<file path="src/rtl/rr_onehot_grant.sv">
// Round-robin arbiter with a registered one-hot grant held until ack.
// Define RR_TIMEOUT_EN to add forced release after TIMEOUT unacked grant cycles.
module rr_onehot_grant #(
   parameter int NUM_REQ = 8,
   parameter int TIMEOUT = 16
) (
   input  logic                       clk,
   input  logic                       resetn,
   input  logic [NUM_REQ-1:0]         req,
   input  logic                       gnt_ack,
   output logic [NUM_REQ-1:0]         gnt,
   output logic                       gnt_valid,
   output logic [$clog2(NUM_REQ)-1:0] gnt_idx,
   output logic                       timeout
);
   localparam int IW = $clog2(NUM_REQ);

   if (NUM_REQ < 2 || NUM_REQ > 32 || TIMEOUT < 1 || TIMEOUT > 65535) begin : g_param_chk
      $error("rr_onehot_grant: parameter out of range");
   end

   typedef enum logic {IDLE, GRANT} state_t;

   state_t             state, state_nxt;
   logic [IW-1:0]      ptr, ptr_nxt, idx_nxt, sel_idx;
   logic [NUM_REQ-1:0] gnt_nxt;
   logic               sel_found, force_rel;

   // NUM_REQ need not be a power of two, so wrap explicitly.
   function automatic logic [IW-1:0] wrap_add(input logic [IW-1:0] base, input int off);
      int s;
      s = int'(base) + off;
      if (s >= NUM_REQ) s = s - NUM_REQ;
      return IW'(s);
   endfunction

   // Scan downward so the lowest offset from ptr is the last (winning) assignment.
   always_comb begin
      sel_found = 1'b0;
      sel_idx   = '0;
      for (int k = NUM_REQ - 1; k >= 0; k--) begin
         if (req[wrap_add(ptr, k)]) begin
            sel_found = 1'b1;
            sel_idx   = wrap_add(ptr, k);
         end
      end
   end

   always_comb begin
      state_nxt = state;
      gnt_nxt   = gnt;
      idx_nxt   = gnt_idx;
      ptr_nxt   = ptr;
      unique case (state)
         IDLE: begin
            if (sel_found) begin
               state_nxt = GRANT;
               gnt_nxt   = NUM_REQ'(1) << sel_idx;
               idx_nxt   = sel_idx;
            end
         end
         GRANT: begin
            if (gnt_ack || force_rel) begin
               state_nxt = IDLE;
               gnt_nxt   = '0;
               idx_nxt   = '0;
               ptr_nxt   = wrap_add(gnt_idx, 1);
            end
         end
         default: begin
            state_nxt = IDLE;
            gnt_nxt   = '0;
            idx_nxt   = '0;
         end
      endcase
   end

   always_ff @(posedge clk or negedge resetn) begin
      if (!resetn) begin
         state   <= IDLE;
         ptr     <= '0;
         gnt     <= '0;
         gnt_idx <= '0;
      end else begin
         state   <= state_nxt;
         ptr     <= ptr_nxt;
         gnt     <= gnt_nxt;
         gnt_idx <= idx_nxt;
      end
   end

   assign gnt_valid = (state == GRANT);

`ifdef RR_TIMEOUT_EN
   localparam int CW = (TIMEOUT > 1) ? $clog2(TIMEOUT) : 1;

   logic [CW-1:0] cnt;

   // An ack in the expiry cycle wins, so no pulse in that case.
   assign force_rel = (state == GRANT) && !gnt_ack && (cnt == CW'(TIMEOUT - 1));

   always_ff @(posedge clk or negedge resetn) begin
      if (!resetn) begin
         cnt     <= '0;
         timeout <= 1'b0;
      end else begin
         timeout <= force_rel;
         if (state != GRANT)
            cnt <= '0;
         else if (!gnt_ack && !force_rel)
            cnt <= cnt + 1'b1;
      end
   end
`else
   assign force_rel = 1'b0;
   assign timeout   = 1'b0;
`endif

endmodule

</file>
<file path="config.mk">
export PLATFORM = sky130hd
export DESIGN_NAME = rr_onehot_grant
export DESIGN_NICKNAME = d
export VERILOG_FILES = /design/src/rtl/rr_onehot_grant.sv
export SDC_FILE = /design/constraint.sdc
export NUM_CORES = 1
export LEC_CHECK = 0
export BUFFER_PORTS_ARGS = -buffer_cell sky130_fd_sc_hd__buf_2
export CAP_MARGIN = 30
export CORE_ASPECT_RATIO = 0.9
export CORE_MARGIN = 2
export CORE_UTILIZATION = 50
export CTS_CLUSTER_DIAMETER = 30
export DETAILED_ROUTE_END_ITERATION = 8
export PLACE_DENSITY = 0.81
export SLEW_MARGIN = 20
export SYNTH_ARGS = -nofsm -noshare
export SYNTH_HDL_FRONTEND = slang
export SYNTH_SLANG_ARGS = --single-unit
</file>
<file path="constraint.sdc">
create_clock -name clk -period 4.38 [get_ports clk]
set_input_delay 0.876 -clock clk [delete_from_list [all_inputs] [get_ports clk]]
set_output_delay 0.876 -clock clk [all_outputs]
set_load 0.005 [all_outputs]
</file>
# Word-level counts from Yosys, hierarchy flattened
# Index checks and enable logic that the tools add are counted.
[op_classes]
add_sub_neg = 17
n_lt_le_gt_ge = 17
eq_ne = 2
n_shift = 1
muxes = 50
bitwise_logic = 1
n_reduce_logical = 2
[op_table]
columns = ["op", "count"]
rows = [
  ["3-bit two-way mux", 19],
  ["4-bit greater-or-equal comparator, second input constant", 8],
  ["3-bit by 4-bit < comparator with 1-bit output, second input constant", 8],
  ["3-bit by 1-bit subtractor with 3-bit output, second input constant", 9],
  ["1-bit binary-select mux with 3-bit select", 8],
  ["1-bit two-way mux", 18],
  ["3-bit by 3-bit adder with 4-bit output, second input constant", 4],
  ["8-bit two-way mux", 2],
  ["8-bit one-hot mux with 2 select lines", 1],
  ["3-bit by 1-bit adder with 4-bit output, second input constant", 2],
  ["3-bit by 2-bit adder with 4-bit output, second input constant", 2],
  ["1-bit by 3-bit left shift with 8-bit output, first input constant", 1],
  ["3-bit one-hot mux with 2 select lines", 1],
  ["3-bit by 4-bit greater-or-equal comparator with 1-bit output, second input constant", 1],
  ["2-bit inequality test, second input constant", 2],
  ["2-bit AND reduction", 2],
  ["1-bit one-hot mux with 2 select lines", 1],
  ["1-bit inverter", 1],
]
[totals]
register_bits = 15
input_bits = 11
word_cells = 94

# Logic depth before layout (Yosys ltp)
[logic_depth]
ltp_word = 16
ltp_mapped = 13

# Worst setup path after synthesis
# OpenSTA, ideal clock, no wires.
[synth_timing]
kind = "register to register"
start = "reg ptr[1]"
end = "reg gnt[2]"
setup_ns = 0.121
arrival_ns = 3.056
slack_ns = 1.203
stages_incl_launch_ff = 14
period_less_slack_ns = 3.177
path_cell_list = "dfrtp_1 buf_4 buf_2 inv_2 ha_1 buf_6 buf_12 mux2_4 mux4_2 nor4b_2 a211oi_1 o31a_1 a311o_1 a22o_1"
[synth_via]
elab_chain_cells = 16
word_cells_on_any_way = 68
classes_between = "add/sub (15); order compare (8); eq/ne (1); shift (1); mux (42); reduce/logical (1)"
[synth_rtl]
columns = ["element", "line", "rtl"]
rows = [
  ["from (decl)", "25", "logic [IW-1:0] ptr, ptr_nxt, idx_nxt, sel_idx;"],
  ["from (signal assigned)", "86", "ptr <= ptr_nxt;"],
  ["3-bit by 3-bit adder with 4-bit output", "32", "s = int'(base) + off;"],
  ["4-bit greater-or-equal comparator / 3-bit by 1-bit subtractor with 3-bit output (equally long branches)", "33", "if (s >= NUM_REQ) s = s - NUM_REQ;"],
  ["3-bit two-way mux", "33", ""],
  ["1-bit binary-select mux with 3-bit select", "42", "if (req[wrap_add(ptr, k)]) begin"],
  ["1-bit two-way mux (implied by the code)", "42", ""],
  ["3-bit two-way mux (8 in series)", "42", ""],
  ["1-bit by 3-bit left shift with 8-bit output", "58", "gnt_nxt = NUM_REQ'(1) << sel_idx;"],
  ["8-bit two-way mux", "56", "if (sel_found) begin"],
  ["8-bit one-hot mux with 2 select lines", "54", "unique case (state)"],
  ["to (signal assigned)", "87", "gnt <= gnt_nxt;"],
  ["to (decl)", "11", "output logic [NUM_REQ-1:0] gnt,"],
]
# Parallel ways exist; a longest one is shown, timed or not. The select of a mux whose other input is x is not followed.
# A chain may end at the register's enable or synchronous reset.

# Worst setup path after layout
[layout_timing]
start = "reg ptr[0]"
end = "reg gnt[2]"
# The elaborated chain is that of the path after synthesis.

==> metrics.md <==
| Metric | Value |
|---|---|
| Outcome | finished, final reports clean |
| Commonest non-fill, non-tap cell in the layout | buf_2 |
| Synth Net Count | approximately 190 |
| Final setup viols | 0 |
| Fraction of the mapped netlist area in compound gates | 0.187 |
| Vias in the first global route | between 1000 and 1500 |
| Final min period | 3310 ps |
| Startpoint types | register |
| DIE WIDTH | about 66 um |
| Syn Inst Count | between 150 and 200 |
| Hold Crit Class | register to register |
| Largest net degree at the start of global routing | 26 |
| Clk sink count | 15 |
| Reg2reg path depth | 9 |
| Area grow syn2layout | 5.63% |
| Gr ovfl total | 0 |
| Required time of the critical path | approximately 4500 ps |
| Worst vdd ir | 246 uV |
| Drt drc | 0 |
| Drt first pass iters | 4 |
| Setup_tns | 0 ps |
| Die Area | ~4000 sq um |
| Final HPWL DP | between 2000 and 3000 um |
| ANT nets after route | 0 |
| Worst-Margin Slew | 844 ps |
| Die Height | 60.2 um |
| Inserted Clock Buffers | 3 |
| Worst Setup End Kind | register |
| RD Place Congestion | roughly 0.94 |
| Fin. Hold Viols | 0 |
| Via Count | 1466 |
| WHS Endpoint | gnt[5] |
| Vias per Instance | 6.35 |
| Synth cell types | between 50 and 60 |
| Port Buf Inserts | 22 |
| Crit-path max FO | 16 |
| Tot GR Track Use | 0.207 |
| Crit Path Category | register to register |
| Max-slew violation count | 0 |
| Critical Path AT | 3460 ps |
| Largest family of logic cells by synthesized area | multiplexers |
| Finished Layout Cells | roughly 230 |
| Post-Synth Adder-Cell Area | 0.0214 |
| Rows | 20 |
| Ys flop type | dfrtp_1 |
| Reg2Reg Launch Point | ptr[0] |
| Synth Area in Simple Gates | 0.145 |
| Worst R2R End | gnt[2] |
| Maximum root-to-sink buffer count | 2 |
| Most frequent cells in the layout | 22 x buf_2, 17 x mux2i_1, 16 x nand2_1 |
| # nets final | about 200 |
| Leak | about 0.80 nW |
| EDFF count, synth | 0 |
| Worst-path clk slew | roughly 60 ps |
| Reg-to-reg slack, setup | roughly 1100 ps |
| Register area share after synthesis | 0.214 |
| Initial antenna violation count | 0 |
| TritonCTS clock tree | built |
| Post-synthesis mux area share | 0.325 |
| Cts hold-fix bufs | 0 |
| Netlist Area Pre-Place | approximately 1800 sq um |
| Max Fclk | between 300 and 400 MHz |
| Final Skew | roughly 6.4 ps |
| Crit share post-route | 0.757 |
| XOR/XNOR Fraction of Synth Area | 0.0150 |
| Max cap viols | 0 |
| Core footprint | about 3400 sq um |
| Routed wire length | about 3900 um |
| Post-CTS Setup Repair Bufs | 0 |
| Clock Latency Late Sink | roughly 250 ps |
| Syn avg cell area | 9.80 sq um |
| RSZ-0062 raised after global routing | no |
| Share of cells above drive strength 1 | 0.299 |
| Synth warn | 0 |
| IO Count | 24 |
| Power per Cell Area | 712 nW/um^2 |
| First-pass GRT wire length | approximately 6300 um |
| ANT cells | 0 |
| Cell count of the worst hold path | 2 |
| Initial Util | 0.519 |
| Util after Layout | 0.549 |
| Root Driver | clkbuf_8 |
| Slew headroom | 0.437 |
| Asr flop ratio synth | 1.00 |
| Htree depth | 1 |
| Post_cts resized | 0 |
| Placed Cells | approximately 230 |
| Initial drt markers | around 210 |
| Wirelength per Cell | 17.0 um |
| Number of synthesized register bits | 15 |
| Min-delay src | gnt[5] |
-- routing by layer --
metal,track usage,part of all wire,vias to the layer above
met1,0.317,0.47,699
met3,0.0358,0.080,5
li1,-,-,695
met2,0.311,0.44,67
met4,0.0350,0.0061,0
met5,0,0,-
-- synth_stat cells, types with 3 or more instances --
library cell | instances | area share
mux2i_1 | 17 | 0.097
o21ai_1 | 5 | 0.014
dfrtp_1 | 15 | 0.21
buf_2 | 11 | 0.031
a31oi_1 | 4 | 0.014
nand2_1 | 16 | 0.034
nor2_1 | 5 | 0.011
nor3_1 | 5 | 0.014
mux4_2 | 11 | 0.14
buf_4 | 3 | 0.013
a22o_1 | 5 | 0.025
ha_1 | 3 | 0.021
inv_1 | 7 | 0.015
mux2_4 | 3 | 0.026
mux2_2 | 4 | 0.026
a21oi_1 | 4 | 0.011
o21ai_0 | 7 | 0.020
a22oi_1 | 3 | 0.013
-- cells by family after synthesis --
logic type,Yosys count
compound gates,45
xor+xnor,3
fa+ha+maj,3
buf+inv,29
flops,15
mux,39
other cells,1
simple gates,44
-- through the flow --
step	hold WS [ps]	area, sq um	worst slack (ps)	power (mW)
after floorplan	479	1750	1200	1.05
after global placement	465	1810	1170	1.18
after detailed placement	479	1810	1100	1.19
after CTS	491	1850	1100	1.31
after global routing	510	1850	924	1.41
final	485	1850	1070	1.32
-- state kept, by name, summed over array words and instances (netlist names) --
name	flops
ptr	3
gnt_idx	3
gnt_valid	1
gnt	8
-- report_power, final --
part	leakage (nW)	internal (mW)	total, mW	switching [mW]
Combinational	0.582	0.447	0.967	0.520
Clock	0.0228	0.0645	0.113	0.0484
Sequential	0.198	0.187	0.240	0.0524
Total	0.803	0.699	1.32	0.621
-- critical path, stage by stage (launching register included) --
cell	delay (ps)
dfrtp_1	360
inv_2	80
ha_1	710
mux2_2	400
mux4_2	510
nor4b_2	240
a211oi_1	100
o31a_1	180
a311o_1	400
a22o_1	210
-- area by class of cell --
cell class	instances	area [sq um]
clock buffers	4	45.0
fillers	308	1530
inverters	9	33.8
multi-input cells	135	1220
flip-flops and latches	15	375
well taps	44	55.1
repair buffers	24	125
-- worst max-delay path by stage --
stage,end,slack (ps),from
3_3_place_gp,gnt[2],1170,req[4]
4_1_cts,gnt[2],1100,ptr[0]
5_1_grt,gnt[2],920,ptr[0]
3_5_place_dp,gnt[2],1100,ptr[0]
2_1_floorplan,gnt[2],1200,ptr[1]
6_report,gnt[2],1070,ptr[0]
(Power assumes the default switching activity.)
